--- config.mk ---
export PLATFORM = sky130hd
export DESIGN_NAME = snitch_ro_cache_ar_router_flat
export DESIGN_NICKNAME = d
export VERILOG_FILES = /design/src/rtl/snitch_icache_pkg.sv /design/src/rtl/snitch_ro_cache_ar_router_if.sv /design/src/rtl/snitch_ro_cache_port_sel.sv /design/src/rtl/snitch_ro_cache_ar_router.sv /design/src/flat_wrapper.sv
export SDC_FILE = /design/constraint.sdc
export NUM_CORES = 1
export LEC_CHECK = 0
export CORE_AREA = 2 2 140 142
export CTS_CLUSTER_SIZE = 28
export DETAILED_ROUTE_END_ITERATION = 10
export DIE_AREA = 0 0 142 144
export GPL_TIMING_DRIVEN = 0
export PLACE_DENSITY = 0.78
export SLEW_MARGIN = 40
export SYNTH_ARGS = -nofsm -noshare
export SYNTH_HDL_FRONTEND = slang
export SYNTH_SLANG_ARGS = --single-unit
--- constraint.sdc ---
create_clock -name clk_i -period 10.87 [get_ports clk_i]
set_input_delay 1.6305 -clock clk_i [delete_from_list [all_inputs] [get_ports clk_i]]
set_output_delay 1.6305 -clock clk_i [all_outputs]
set_load 0.01 [all_outputs]
--- src/rtl/snitch_icache_pkg.sv ---
// Shared types for the read-only cache AR router: route encoding and flush FSM states.
package snitch_icache_pkg;

   typedef enum logic {
      Bypass = 1'b0,
      Cache  = 1'b1
   } route_e;

   typedef enum logic [1:0] {
      Idle  = 2'd0,
      Drain = 2'd1,
      Flush = 2'd2,
      Done  = 2'd3
   } ro_flush_state_e;

   localparam logic [1:0] AxiBurstWrap = 2'b10;

endpackage

--- src/rtl/snitch_ro_cache_ar_router_if.sv ---
// AR request streams, cache R-last pulses, route selects and both flush handshakes.
interface snitch_ro_cache_ar_router_if #(
   parameter int unsigned NrPorts      = 2,
   parameter int unsigned AxiAddrWidth = 48
);

   logic [NrPorts-1:0]                   ar_valid_i;
   logic [NrPorts-1:0]                   ar_ready_i;
   logic [NrPorts-1:0]                   ar_lock_i;
   logic [NrPorts-1:0][AxiAddrWidth-1:0] ar_addr_i;
   logic [NrPorts-1:0][1:0]              ar_burst_i;
   logic [NrPorts-1:0][7:0]              ar_len_i;
   logic [NrPorts-1:0][2:0]              ar_size_i;
   logic [NrPorts-1:0]                   r_last_cache_i;
   logic [NrPorts-1:0]                   ar_select_o;
   logic                                 flush_valid_i;
   logic                                 flush_ready_o;
   logic                                 flush_valid_o;
   logic                                 flush_ready_i;

   modport slave (
      input  ar_valid_i, ar_ready_i, ar_lock_i, ar_addr_i, ar_burst_i, ar_len_i, ar_size_i,
      input  r_last_cache_i, flush_valid_i, flush_ready_i,
      output ar_select_o, flush_ready_o, flush_valid_o
   );

   modport master (
      output ar_valid_i, ar_ready_i, ar_lock_i, ar_addr_i, ar_burst_i, ar_len_i, ar_size_i,
      output r_last_cache_i, flush_valid_i, flush_ready_i,
      input  ar_select_o, flush_ready_o, flush_valid_o
   );

endinterface

--- src/rtl/snitch_ro_cache_port_sel.sv ---
// Per-port route decision: address-rule decode, select held while the AR waits,
// and the outstanding cache-read counter.
module snitch_ro_cache_port_sel
   import snitch_icache_pkg::*;
#(
   parameter int unsigned NrAddrRules  = 1,
   parameter int unsigned AxiAddrWidth = 48,
   parameter int unsigned AxiDataWidth = 64,
   parameter int unsigned MaxTrans     = 4
) (
   input  logic                                     clk_i,
   input  logic                                     rst_ni,
   input  logic                                     i_enable,
   input  logic                                     i_flush_idle,
   input  logic [NrAddrRules-1:0]                   i_rule_en,
   input  logic [NrAddrRules-1:0][AxiAddrWidth-1:0] i_start_addr,
   input  logic [NrAddrRules-1:0][AxiAddrWidth-1:0] i_end_addr,
   input  logic                                     i_ar_valid,
   input  logic                                     i_ar_ready,
   input  logic                                     i_ar_lock,
   input  logic [AxiAddrWidth-1:0]                  i_ar_addr,
   input  logic [1:0]                               i_ar_burst,
   input  logic [7:0]                               i_ar_len,
   input  logic [2:0]                               i_ar_size,
   input  logic                                     i_r_last_cache,
   output route_e                                   o_ar_select,
   output logic                                     o_drained
);

   localparam int unsigned   CntW     = $clog2(MaxTrans + 1);
   localparam logic [CntW-1:0] MaxCnt = CntW'(MaxTrans);
   localparam logic [2:0]    FullSize = 3'($clog2(AxiDataWidth / 8));

   logic            r_waiting;
   route_e          r_select;
   logic [CntW-1:0] r_cnt;

   logic            w_hit;
   logic            w_cacheable;
   route_e          w_select;
   logic            w_inc;
   logic [CntW-1:0] w_cnt_d;

   // NOTE: w_hit gets its default before the loop, so no path leaves it unassigned (no latch).
   always_comb begin
      w_hit = 1'b0;
      for (int unsigned i = 0; i < NrAddrRules; i++) begin
         if (i_rule_en[i] && (i_ar_addr >= i_start_addr[i]) && (i_ar_addr < i_end_addr[i])) begin
            w_hit = 1'b1;
         end
      end
   end

   assign w_cacheable = i_enable && w_hit && !i_ar_lock && (i_ar_burst != AxiBurstWrap) &&
                        ((i_ar_len == 8'd0) || (i_ar_size == FullSize)) &&
                        (r_cnt < MaxCnt) && i_flush_idle;

   // A stalled AR keeps the route it was first presented with until accepted.
   assign w_select = r_waiting ? r_select : (w_cacheable ? Cache : Bypass);
   assign w_inc    = i_ar_valid && i_ar_ready && (w_select == Cache);

   always_comb begin
      w_cnt_d = r_cnt;
      if (w_inc && !i_r_last_cache && (r_cnt != MaxCnt)) begin
         w_cnt_d = r_cnt + CntW'(1);
      end else if (!w_inc && i_r_last_cache && (r_cnt != '0)) begin
         w_cnt_d = r_cnt - CntW'(1);
      end
   end

   // NOTE: sequential state is written with non-blocking assignments only.
   always_ff @(posedge clk_i) begin
      if (!rst_ni) begin
         r_waiting <= 1'b0;
         r_select  <= Bypass;
         r_cnt     <= '0;
      end else begin
         r_waiting <= i_ar_valid && !i_ar_ready;
         r_select  <= w_select;
         r_cnt     <= w_cnt_d;
      end
   end

   // Drained looks at the post-update count so a final R-last releases the flush next cycle.
   assign o_ar_select = w_select;
   assign o_drained   = (w_cnt_d == '0) && !(r_waiting && (r_select == Cache));

endmodule

--- src/rtl/snitch_ro_cache_ar_router.sv ---
// Routes each AR stream to the read-only cache or bypass and sequences cache flushes.
// Optional per-port handshake counters are enabled with `define SNITCH_RO_CACHE_PERF_EN.
module snitch_ro_cache_ar_router
   import snitch_icache_pkg::*;
#(
   parameter int unsigned NrPorts      = 2,
   parameter int unsigned NrAddrRules  = 1,
   parameter int unsigned AxiAddrWidth = 48,
   parameter int unsigned AxiDataWidth = 64,
   parameter int unsigned MaxTrans     = 4
) (
   input  logic                                     clk_i,
   input  logic                                     rst_ni,
   input  logic                                     enable_i,
   input  logic [NrAddrRules-1:0]                   rule_en_i,
   input  logic [NrAddrRules-1:0][AxiAddrWidth-1:0] start_addr_i,
   input  logic [NrAddrRules-1:0][AxiAddrWidth-1:0] end_addr_i,
   snitch_ro_cache_ar_router_if.slave               bus,
   output logic [NrPorts-1:0][31:0]                 cache_cnt_o,
   output logic [NrPorts-1:0][31:0]                 bypass_cnt_o
);

   ro_flush_state_e    r_state;
   ro_flush_state_e    w_state_d;
   logic               w_flush_idle;
   logic               w_flush_valid;
   logic               w_flush_ready;
   logic [NrPorts-1:0] w_drained;
   route_e             w_sel [NrPorts];

   assign w_flush_idle = (r_state == Idle);

   for (genvar p = 0; p < NrPorts; p++) begin : g_port
      snitch_ro_cache_port_sel #(
         .NrAddrRules  (NrAddrRules),
         .AxiAddrWidth (AxiAddrWidth),
         .AxiDataWidth (AxiDataWidth),
         .MaxTrans     (MaxTrans)
      ) u_port_sel (
         .clk_i          (clk_i),
         .rst_ni         (rst_ni),
         .i_enable       (enable_i),
         .i_flush_idle   (w_flush_idle),
         .i_rule_en      (rule_en_i),
         .i_start_addr   (start_addr_i),
         .i_end_addr     (end_addr_i),
         .i_ar_valid     (bus.ar_valid_i[p]),
         .i_ar_ready     (bus.ar_ready_i[p]),
         .i_ar_lock      (bus.ar_lock_i[p]),
         .i_ar_addr      (bus.ar_addr_i[p]),
         .i_ar_burst     (bus.ar_burst_i[p]),
         .i_ar_len       (bus.ar_len_i[p]),
         .i_ar_size      (bus.ar_size_i[p]),
         .i_r_last_cache (bus.r_last_cache_i[p]),
         .o_ar_select    (w_sel[p]),
         .o_drained      (w_drained[p])
      );
      assign bus.ar_select_o[p] = (w_sel[p] == Cache);
   end

   always_ff @(posedge clk_i) begin
      if (!rst_ni) begin
         r_state <= Idle;
      end else begin
         r_state <= w_state_d;
      end
   end

   always_comb begin
      w_state_d     = r_state;
      w_flush_valid = 1'b0;
      w_flush_ready = 1'b0;
      case (r_state)
         Idle:  if (bus.flush_valid_i) w_state_d = Drain;
         Drain: if (&w_drained) w_state_d = Flush;
         Flush: begin
            w_flush_valid = 1'b1;
            if (bus.flush_ready_i) w_state_d = Done;
         end
         Done: begin
            w_flush_ready = 1'b1;
            w_state_d     = Idle;
         end
         default: w_state_d = Idle;
      endcase
   end

   assign bus.flush_valid_o = w_flush_valid;
   assign bus.flush_ready_o = w_flush_ready;

`ifdef SNITCH_RO_CACHE_PERF_EN
   logic [NrPorts-1:0][31:0] r_cache_cnt;
   logic [NrPorts-1:0][31:0] r_bypass_cnt;

   // Free-running handshake counters; they wrap naturally at 2^32.
   always_ff @(posedge clk_i) begin
      if (!rst_ni) begin
         r_cache_cnt  <= '0;
         r_bypass_cnt <= '0;
      end else begin
         for (int unsigned p = 0; p < NrPorts; p++) begin
            if (bus.ar_valid_i[p] && bus.ar_ready_i[p]) begin
               if (bus.ar_select_o[p]) r_cache_cnt[p]  <= r_cache_cnt[p] + 32'd1;
               else                    r_bypass_cnt[p] <= r_bypass_cnt[p] + 32'd1;
            end
         end
      end
   end

   assign cache_cnt_o  = r_cache_cnt;
   assign bypass_cnt_o = r_bypass_cnt;
`else
   assign cache_cnt_o  = '0;
   assign bypass_cnt_o = '0;
`endif

endmodule

--- src/flat_wrapper.sv ---
// flat-port wrapper written by rule: the top's interface ports become plain ports
module snitch_ro_cache_ar_router_flat import snitch_icache_pkg::*;
#(
   parameter int unsigned NrPorts      = 2,
   parameter int unsigned NrAddrRules  = 1,
   parameter int unsigned AxiAddrWidth = 48,
   parameter int unsigned AxiDataWidth = 64,
   parameter int unsigned MaxTrans     = 4
)
  (clk_i, rst_ni, enable_i, rule_en_i, start_addr_i, end_addr_i, cache_cnt_o, bypass_cnt_o, bus_ar_valid_i, bus_ar_ready_i, bus_ar_lock_i, bus_ar_addr_i, bus_ar_burst_i, bus_ar_len_i, bus_ar_size_i, bus_r_last_cache_i, bus_flush_valid_i, bus_flush_ready_i, bus_ar_select_o, bus_flush_ready_o, bus_flush_valid_o);
  snitch_ro_cache_ar_router_if #(.NrPorts(NrPorts), .AxiAddrWidth(AxiAddrWidth)) bus_i ();
  input  logic clk_i;
  input  logic rst_ni;
  input  logic enable_i;
  input  logic [NrAddrRules-1:0] rule_en_i;
  input  logic [NrAddrRules-1:0][AxiAddrWidth-1:0] start_addr_i;
  input  logic [NrAddrRules-1:0][AxiAddrWidth-1:0] end_addr_i;
  output logic [NrPorts-1:0][31:0] cache_cnt_o;
  output logic [NrPorts-1:0][31:0] bypass_cnt_o;
  input wire logic [$bits(bus_i.ar_valid_i)-1:0] bus_ar_valid_i;
  input wire logic [$bits(bus_i.ar_ready_i)-1:0] bus_ar_ready_i;
  input wire logic [$bits(bus_i.ar_lock_i)-1:0] bus_ar_lock_i;
  input wire logic [$bits(bus_i.ar_addr_i)-1:0] bus_ar_addr_i;
  input wire logic [$bits(bus_i.ar_burst_i)-1:0] bus_ar_burst_i;
  input wire logic [$bits(bus_i.ar_len_i)-1:0] bus_ar_len_i;
  input wire logic [$bits(bus_i.ar_size_i)-1:0] bus_ar_size_i;
  input wire logic [$bits(bus_i.r_last_cache_i)-1:0] bus_r_last_cache_i;
  input wire logic [$bits(bus_i.flush_valid_i)-1:0] bus_flush_valid_i;
  input wire logic [$bits(bus_i.flush_ready_i)-1:0] bus_flush_ready_i;
  output wire logic [$bits(bus_i.ar_select_o)-1:0] bus_ar_select_o;
  output wire logic [$bits(bus_i.flush_ready_o)-1:0] bus_flush_ready_o;
  output wire logic [$bits(bus_i.flush_valid_o)-1:0] bus_flush_valid_o;
  assign bus_i.ar_valid_i = bus_ar_valid_i;
  assign bus_i.ar_ready_i = bus_ar_ready_i;
  assign bus_i.ar_lock_i = bus_ar_lock_i;
  assign bus_i.ar_addr_i = bus_ar_addr_i;
  assign bus_i.ar_burst_i = bus_ar_burst_i;
  assign bus_i.ar_len_i = bus_ar_len_i;
  assign bus_i.ar_size_i = bus_ar_size_i;
  assign bus_i.r_last_cache_i = bus_r_last_cache_i;
  assign bus_i.flush_valid_i = bus_flush_valid_i;
  assign bus_i.flush_ready_i = bus_flush_ready_i;
  assign bus_ar_select_o = bus_i.ar_select_o;
  assign bus_flush_ready_o = bus_i.flush_ready_o;
  assign bus_flush_valid_o = bus_i.flush_valid_o;
  snitch_ro_cache_ar_router #(.NrPorts(NrPorts), .NrAddrRules(NrAddrRules), .AxiAddrWidth(AxiAddrWidth), .AxiDataWidth(AxiDataWidth), .MaxTrans(MaxTrans)) u_core (.clk_i(clk_i), .rst_ni(rst_ni), .enable_i(enable_i), .rule_en_i(rule_en_i), .start_addr_i(start_addr_i), .end_addr_i(end_addr_i), .bus(bus_i), .cache_cnt_o(cache_cnt_o), .bypass_cnt_o(bypass_cnt_o));
endmodule
==> results of run 1 <==
cells in the final DEF, fill, tap and decap left out, drive strengths merged, types with 2 or more instances in the layout:
cell           instances
a221o                  2
a211oi                 7
a311o                  2
or3                    2
a21o                  14
o31a                   2
and3                   4
nor3                  13
a21boi                 2
ha                   201
o211ai                 7
clkdlybuf4s50        235
conb                 128
nand3                 14
buf                  130
nor3b                  2
nor2                  32
o221ai                 2
a31oi                  2
a21oi                 72
a2111oi                7
a221oi                 6
o2111ai                2
nor2b                 10
o21a                   4
nand2b                 4
o21ai                 43
nor4                  13
dfxtp                 12
and4                   6
mux2i                  2
nand2                 56
and2                   4
inv                  119
nand4                 31
a22oi                  3
clkbuf                 6
o311a                  2
routing by layer:
metal / up-vias / track usage / wire length (um)
met5: - / 0 / 0
met4: 0 / 0.0458 / 470
met3: 32 / 0.0427 / 1630
met2: 251 / 0.363 / 10300
met1: 2933 / 0.205 / 7950
li1: 3546 / - / -
kinds of logic (layout without fill, tap and decap cells):
kind of cell / after synthesis / in the layout / synth area share
and+or+nand+nor: 194 / 194 / 0.154
muxes: 3 / 3 / 0.00660
DFF: 12 / 12 / 0.0373
other: 1 / 128 / 0.000582
adders and majority gates: 201 / 201 / 0.390
buffers and inverters: 251 / 490 / 0.222
AOI/OAI and AO/OA: 189 / 189 / 0.190
worst max path at each step:
stage                           from            endpoint  slack, ns  cells past startpoint
finish              start_addr_i[45]  bus_ar_select_o[0]       4.16                     11
global placement    start_addr_i[45]  bus_ar_select_o[0]       4.05                     11
CTS                 start_addr_i[45]  bus_ar_select_o[0]       4.00                     11
detailed placement  start_addr_i[45]  bus_ar_select_o[0]       4.01                     11
floorplan           start_addr_i[31]  bus_ar_select_o[1]       5.73                     10
global route        start_addr_i[45]  bus_ar_select_o[0]       3.93                     11
sequential cells by signal (all words and copies together) (netlist names):
register / flops
u_core.g_port.u_port_sel.r_cnt: 6
u_core.g_port.u_port_sel.r_select: 2
u_core.g_port.u_port_sel.r_waiting: 2
u_core.r_state: 2
layout make-up:
type | instances | area share
multi-input combinational | 715 | 0.544
timing repair buffer | 235 | 0.243
buffer | 132 | 0.102
inverter | 119 | 0.0462
tap | 238 | 0.0308
sequential | 12 | 0.0248
clock buffer | 4 | 0.00918
cells in the mapped netlist, types with 7 or more instances:
| master | n | area [um2] |
|---|---|---|
| o21ai_0 | 40 | 200 |
| o211ai_1 | 7 | 52.6 |
| nor4_1 | 13 | 81.3 |
| ha_1 | 201 | 2510 |
| nor2b_1 | 10 | 62.6 |
| inv_1 | 119 | 447 |
| nand4_1 | 31 | 194 |
| dfxtp_1 | 12 | 240 |
| a211oi_1 | 7 | 52.6 |
| nor2_1 | 32 | 120 |
| nand2_1 | 56 | 210 |
| a21oi_1 | 71 | 355 |
| a21o_1 | 14 | 105 |
| nand3_1 | 14 | 70.1 |
| nor3_1 | 13 | 65.1 |
| buf_4 | 130 | 976 |
worst register-to-register path: stages (launching register included):
cell       delay (ns)
dfxtp_1          0.29
clkbuf_1         0.18
nor4_1           0.23
o21ai_0          0.13
a2111oi_1        0.53
o221ai_1         0.30
nor3_1           0.29
o211a_4          0.23
a2111oi_2        0.06
or3_4            0.40
a2111oi_4        0.29
a32oi_1          0.20
mux2i_1          0.16
power by group:
group	internal, mW	total [mW]	switching, mW
Clock	0.0556	0.0751	0.0195
Sequential	0.0560	0.0655	0.00945
Combinational	0.238	0.450	0.212
Total	0.350	0.591	0.241
==> impl_metrics.csv, run 1 <==
group,metric,value,unit
status,status,"finished, final reports clean",
final_layout,stdcell_area,9670,um2
detailed_routing,vias_per_cell,4.65,
synthesis,syn_area,6450,um2
critical_path,cpPeakStageDelay,0.56,ns
sta,hold_ws,0.518,ns
critical_path,r2r_cells,12,
sta,period_share,0.617,
detailed_routing,dr.first_iter.drc_count,139,
clocking,clkLatencyLatePin,0.24,ns
final_layout,fillers,1785,
sta,setup-tns-final,0,ns
placement,pre_cts_slack,4.01,ns
clocking,clkTransAtPathRegs,0.04,ns
floorplan,initial_core_util,0.338,
clocking,h-tree-depth,1,
final_layout,utilization,0.507,
sta,layout_setup_ws,4.16,ns
detailed_routing,firstDrtPassIters,6,
final_layout,drive_above_1_share,0.117,
clocking,cts_tree,"yes",
global_route,grt_pass1_wl,30.9,mm
critical_path,crit_required,9.24,ns
global_route,grt_usage,0.187,
global_route,grt_antenna_before_repair,0,
sta,fmax,0.149,GHz
worst_hold_path,hold_start,"u_core.r_state[0]",
floorplan,dieArea,20400,um2
clocking,cts_root_buf,"clkbuf_16",
critical_path,crit_top_cell,"clkdlybuf4s50_1",
critical_path,worst_setup_path_start_kind,"input pin",
final_layout,layout.nets,1651,
power,ir_drop,63.9,uV
floorplan,core_area,19100,um2
placement,port_buffers,235,
clocking,hold_buffers,0,
critical_path,cp_num_buf_inv,4,
clocking,numCtsBuffers,3,
detailed_routing,finalWirelength,20.4,mm
sta,relSlewSlack,0.510,
final_layout,area_growth,50.0,%
power,p_per_area,61.1,nW/um2
placement,hpwl,19.2,mm
placement,dpl_cell_area,9580,um2
job,cap_viol_max_count,0,
final_layout,multi_input_area,5260,um2
critical_path,path_cells,"clkdlybuf4s50_1 > inv_1 > ha_1 > nand4_1 > nor4_1 > and4_1 > a21boi_0 > nor3_1 > o21ai_0 > buf_4 > clkdlybuf4s50_1",
synthesis,avgSynthCellArea,7.58,um2
global_route,grt_max_degree,11,
final_layout,regArea,240,um2
critical_path,slowest_stage,"a21boi_0",
synthesis,synth-edff-count,0,
critical_path,reg2reg_slack,7.46,ns
clocking,clk_path_buf_depth,2,
synthesis,ys_seq_elements,12,
critical_path,timing.rr.end,"u_core.r_state[1]",
sta,rsz0062_at_grt,"no",
synthesis,async_reset_ff_frac,0,
floorplan,io_pins,364,
synthesis,ys_types,56,
power,power.leakage,5.06,nW
clocking,cts_resized,0,
floorplan,row_count,51,
floorplan,die_w,142,um
sta,fin_crit,6.71,ns
worst_hold_path,hold_path.class,"flop to flop",
detailed_routing,ant_nets,0,
clocking,post_cts_buffers,0,
sta,finClkSkew,0.00457,ns
detailed_routing,via_count,6762,
worst_hold_path,holdPathEnd,"u_core.r_state[0]",
sta,final-hold-violation-count,0,
final_layout,antenna_cells,0,
detailed_routing,drc,0,
sta,worstMarginPinSlew,0.717,ns
synthesis,synth-main-ff-cell,"dfxtp_1",
sta,slew_violations,0,
global_route,grt_pass1_vias,6598,
placement,gp_congestion,0.894,
critical_path,critPathKind,"input pin to primary output",
synthesis,ys_warn_count,0,
floorplan,die_h,144,um
critical_path,worstReg2RegStart,"u_core.g_port[1].u_port_sel.r_cnt[2]",
clocking,cts_sinks,12,
global_route,grt_overflow,0,
synthesis,syn_inst,851,
detailed_routing,wl_per_cell,14.0,um
sta,finalSetupViolations,0,
power,finalPower,0.591,mW
critical_path,crit_family,"buffers and inverters",
worst_hold_path,hold_depth,2,
synthesis,ys_seq_area_frac,0.0373,
placement,place_inst,1451,
critical_path,crit_arrival,5.08,ns
final_layout,final_cells,1455,
critical_path,end_kind,"primary output",
critical_path,crit_path_max_fanout,3,
(Power assumes the default switching activity.)
==> run 2: changes to the inputs <==
CORE_AREA = 2 2 142 144   (was 2 2 140 142)
DIE_AREA = 0 0 144 146   (was 0 0 142 144)
PLACE_DENSITY = 0.76   (was 0.78)
clock period = 7 ns   (was 10.87 ns; I/O delays follow)
==> run 2 against run 1 <==
- worst hold slack worse by 0.015 ns
- final area is 0.19% higher
- clock power is 36% higher
- setup slack worse by 2.8 ns
- via count is 0.49% lower
- sequential cell count stayed put
- sequential share of layout area hardly changed
- register-to-register slack worse by 3.8 ns
- first-iteration DRC count is 110% higher
- non-clock buffer count stayed put
- core utilization is 0.57 points lower
- clock-buffer cell count is 1 lower
==> impl_metrics.csv, run 2 (synthesized netlist as in run 1, its figures left out) <==
group,metric,value,unit
placement,port_buffers,235,
clocking,cts_resized,0,
final_layout,area_growth,50.3,%
clocking,cts_sinks,12,
clocking,hold_buffers,0,
critical_path,crit_arrival,4.57,ns
floorplan,die_w,144,um
final_layout,antenna_cells,0,
detailed_routing,finalWirelength,20.2,mm
sta,period_share,0.803,
floorplan,core_area,19300,um2
sta,final-hold-violation-count,0,
sta,relSlewSlack,0.518,
sta,rsz0062_at_grt,"no",
clocking,clk_path_buf_depth,2,
sta,fmax,0.178,GHz
power,power.leakage,5.05,nW
sta,finalSetupViolations,0,
sta,slew_violations,0,
critical_path,end_kind,"primary output",
final_layout,layout.nets,1651,
final_layout,largest_register,"u_core.g_port.u_port_sel.r_cnt",
detailed_routing,drc,0,
global_route,grt_pass1_wl,30.7,mm
clocking,cts_root_buf,"clkbuf_16",
final_layout,mostFrequentLayoutCells,"clkdlybuf4s50_1, ha_1, buf_4",
sta,worstMarginPinSlew,0.704,ns
floorplan,row_count,51,
floorplan,dieArea,21000,um2
critical_path,crit_path_max_fanout,3,
power,ir_drop,91.1,uV
sta,layout_setup_ws,1.38,ns
sta,hold_ws,0.502,ns
floorplan,die_h,146,um
global_route,grt_max_degree,11,
sta,fin_crit,5.62,ns
clocking,cts_tree,"yes",
placement,gp_congestion,0.929,
worst_hold_path,hold_path.class,"flop to flop",
detailed_routing,ant_nets,0,
clocking,h-tree-depth,1,
detailed_routing,dr.first_iter.drc_count,295,
global_route,grt_pass1_vias,6455,
clocking,clkTransAtPathRegs,0.04,ns
clocking,post_cts_buffers,0,
detailed_routing,vias_per_cell,4.54,
final_layout,drive_above_1_share,0.116,
placement,pre_cts_slack,1.33,ns
global_route,grt_usage,0.180,
final_layout,largest_register_ffs,6,
status,status,"finished, final reports clean",
clocking,numCtsBuffers,3,
power,p_per_area,93.2,nW/um2
global_route,grt_antenna_before_repair,0,
detailed_routing,via_count,6729,
placement,hpwl,19.0,mm
final_layout,final_common_cell,"clkdlybuf4s50_1",
placement,place_inst,1478,
critical_path,crit_required,5.95,ns
detailed_routing,wl_per_cell,13.7,um
global_route,grt_overflow,0,
final_layout,final_cells,1481,
critical_path,worst_setup_path_start_kind,"input pin",
critical_path,critPathKind,"input pin to primary output",
detailed_routing,firstDrtPassIters,5,
floorplan,io_pins,364,
sta,setup-tns-final,0,ns
job,cap_viol_max_count,0,
clocking,clkLatencyLatePin,0.24,ns
sta,finClkSkew,0.00528,ns
floorplan,initial_core_util,0.334,
[run 2: area by class of cell]
class,count,area (um2)
Fill cell,1875,9640
Multi-Input combinational cell,715,5260
Timing Repair Buffer,235,2350
Buffer,132,983
Inverter,119,447
Tap cell,265,332
Sequential cell,12,240
Clock buffer,3,75.1
[run 2: worst max-delay path, stage by stage]
cell and delay, ns:
clkdlybuf4s50_1 0.49, ha_1 0.34, nand4_1 0.17, nor4_1 0.50, and4_1 0.29, a21boi_0 0.58, nor3_1 0.10, o21ai_0 0.35
buf_4 0.17, clkdlybuf4s50_1 0.53
[run 2: where the power goes]
group          internal (mW)  switching, mW  total (mW)  leakage (nW)
clock                 0.0742         0.0277       0.102        0.0370
sequential            0.0871         0.0146       0.102        0.0979
combinational          0.370          0.329       0.699          4.91
[run 2: routing by layer]
metal / global-route usage / wire length [um]
met1: 0.205 / 8100
met4: 0.0333 / 369
met2: 0.343 / 9960
met3: 0.0362 / 1790
met5: 0 / 0
[run 2: final timing paths]
path	start	endpoint	slack [ns]	cells after the start
setup / recovery	bus_ar_addr_i[45]	bus_ar_select_o[0]	1.38	10
hold / removal	u_core.r_state[1]	u_core.r_state[1]	0.50	2
setup reg to reg	u_core.g_port[1].u_port_sel.r_cnt[2]	u_core.r_state[1]	3.62	12
hold reg to reg	u_core.r_state[1]	u_core.r_state[1]	0.50	2
[run 2: metrics by stage]
step	area, um2	power, mW	util
2_1_floorplan	6930	0.547	-
3_3_place_gp	9610	0.778	0.497
3_5_place_dp	9620	0.795	0.497
4_1_cts	9690	0.902	0.501
5_1_grt	9690	0.997	0.501
6_report	9690	0.903	0.501
==> run 3: changes to the inputs <==
CORE_AREA = 2 2 139 141   (was 2 2 142 144)
DIE_AREA = 0 0 141 143   (was 0 0 144 146)
PLACE_DENSITY = 0.82   (was 0.76)
clock period = 5.1 ns   (was 7 ns; I/O delays follow)
==> run 3 against run 2 <==
- final area fell by 0.10%
- sequential power increased by 37%
- wire length rose by 4.5%
- clock power grew 55%
- clock-buffer cell count increased by 1
- first-iteration DRC count decreased by 22%
- via count is 1.9% higher
- register-to-register slack worse by 2.0 ns
- core utilization grew 2.0 points
- worst hold slack lost 0.0025 ns
- largest cell class unchanged
==> impl_metrics.csv, run 3 (synthesized netlist as in run 1, its figures left out) <==
group,metric,value,unit
detailed_routing,drc,0,
sta,slew_violations,0,
critical_path,cpPeakStageDelay,0.54,ns
sta,relSlewSlack,0.570,
detailed_routing,finalWirelength,21.1,mm
detailed_routing,vias_per_cell,4.72,
critical_path,slowest_stage,"clkdlybuf4s50_1",
clocking,clk_path_buf_depth,2,
clocking,cts_sinks,12,
final_layout,drive_above_1_share,0.118,
detailed_routing,via_count,6856,
critical_path,r2r_cells,12,
final_layout,stdcell_area,9680,um2
worst_hold_path,hold_depth,2,
floorplan,die_w,141,um
critical_path,crit_family,"buffers and inverters",
power,p_per_area,131,nW/um2
detailed_routing,ant_nets,0,
floorplan,die_h,143,um
sta,worstMarginPinSlew,0.628,ns
sta,setup-tns-final,0,ns
critical_path,cp_num_buf_inv,4,
critical_path,crit_required,4.34,ns
power,power.leakage,5.06,nW
sta,rsz0062_at_grt,"no",
final_layout,largest_register,"u_core.g_port.u_port_sel.r_cnt",
placement,hpwl,19.8,mm
floorplan,row_count,50,
final_layout,regArea,240,um2
global_route,grt_max_degree,11,
clocking,numCtsBuffers,3,
global_route,grt_overflow,0,
sta,finalSetupViolations,0,
final_layout,final_common_cell,"clkdlybuf4s50_1",
critical_path,critPathKind,"input pin to primary output",
power,finalPower,1.27,mW
sta,fin_crit,4.95,ns
floorplan,initial_core_util,0.347,
sta,period_share,0.971,
clocking,clkLatencyLatePin,0.24,ns
clocking,cts_root_buf,"clkbuf_16",
final_layout,multi_input_area,5270,um2
critical_path,crit_arrival,4.19,ns
critical_path,worst_setup_path_start_kind,"input pin",
final_layout,area_growth,50.1,%
global_route,grt_usage,0.193,
final_layout,layout.nets,1651,
placement,dpl_cell_area,9580,um2
sta,finClkSkew,0.000627,ns
global_route,grt_antenna_before_repair,3,
job,cap_viol_max_count,0,
detailed_routing,wl_per_cell,14.5,um
final_layout,fillers,1745,
critical_path,crit_path_max_fanout,3,
sta,layout_setup_ws,0.147,ns
clocking,hold_buffers,0,
status,status,"finished, final reports clean",
final_layout,largest_register_ffs,6,
sta,hold_ws,0.500,ns
critical_path,crit_top_cell,"clkdlybuf4s50_1",
final_layout,mostFrequentLayoutCells,"clkdlybuf4s50_1, ha_1, buf_4",
clocking,cts_tree,"yes",
clocking,clkTransAtPathRegs,0.04,ns
critical_path,path_cells,"clkdlybuf4s50_1 > inv_1 > ha_1 > nand4_1 > nor4_2 > and4_1 > a21boi_1 > nor3_1 > o21ai_0 > buf_4 > clkdlybuf4s50_1",
critical_path,end_kind,"primary output",
detailed_routing,dr.first_iter.drc_count,231,
worst_hold_path,hold_path.class,"flop to flop",
floorplan,dieArea,20200,um2
clocking,h-tree-depth,1,
floorplan,core_area,18600,um2
detailed_routing,firstDrtPassIters,6,
placement,port_buffers,235,
sta,final-hold-violation-count,0,
global_route,grt_pass1_wl,31.6,mm
placement,gp_congestion,0.931,
floorplan,io_pins,364,
placement,pre_cts_slack,-0.0965,ns
critical_path,crit_cells,11,
power,ir_drop,147,uV
sta,fmax,0.202,GHz
global_route,grt_pass1_vias,6597,
run 3: cell types whose count changed in the layout (fill, tap and decap cells not counted):
cell,change
a2111oi_1,+1
nor4_2,+1
a2111oi_0,-1
nor4_1,-1
a21boi_0,-1
diode_2,+3
a21boi_1,+1
clkbuf_8,+1
run 3: worst min-delay path: cells and delay by family, from the launching register on:
kind,cells,cell delay (ns)
flip-flops,1,0.33
AND/OR/NAND/NOR,1,0.06
multiplexers,1,0.05
run 3: path summary, 6_finish.rpt:
| kind | from | end | slack, ns |
|---|---|---|---|
| max | start_addr_i[45] | bus_ar_select_o[0] | 0.15 |
| min | u_core.r_state[1] | u_core.r_state[1] | 0.50 |
| max reg2reg | u_core.g_port[1].u_port_sel.r_cnt[2] | u_core.r_state[0] | 1.60 |
| min reg2reg | u_core.r_state[1] | u_core.r_state[1] | 0.50 |
run 3: what timing repair did:
action | in CTS | in global routing
gates resized for setup | 1 | 2
endpoints found under the setup margin | 1 | 2
gates cloned | 0 | 0
buffers inserted | 0 | 0
run 3: final cells by class:
class / instances / area share
timing repair buffer: 235 / 0.243
tap: 234 / 0.0302
buffer: 132 / 0.102
clock buffer: 4 / 0.00918
antenna: 3 / 0.000775
sequential: 12 / 0.0248
inverter: 119 / 0.0461
multi-input combinational: 715 / 0.544
run 3: metrics by stage:
stage                     utilization  cells
final                           0.521   1454
after global routing            0.521   1454
after CTS                       0.520   1451
after detailed placement        0.515   1447
after global placement          0.515   1447
after floorplan                     -    978
run 3: report_power, final:
part | internal, mW | switching, mW | total (mW) | leakage, nW
Combinational | 0.511 | 0.461 | 0.972 | 4.91
Clock | 0.118 | 0.0402 | 0.158 | 0.0442
Sequential | 0.120 | 0.0209 | 0.140 | 0.0979
run 3: metal layers:
layer | vias to the layer above | part of all wire | track usage
met5 | - | 0 | 0
met4 | 0 | 0.016 | 0.0463
met3 | 17 | 0.066 | 0.0342
met2 | 256 | 0.51 | 0.369
met1 | 3036 | 0.41 | 0.223
li1 | 3547 | - | -
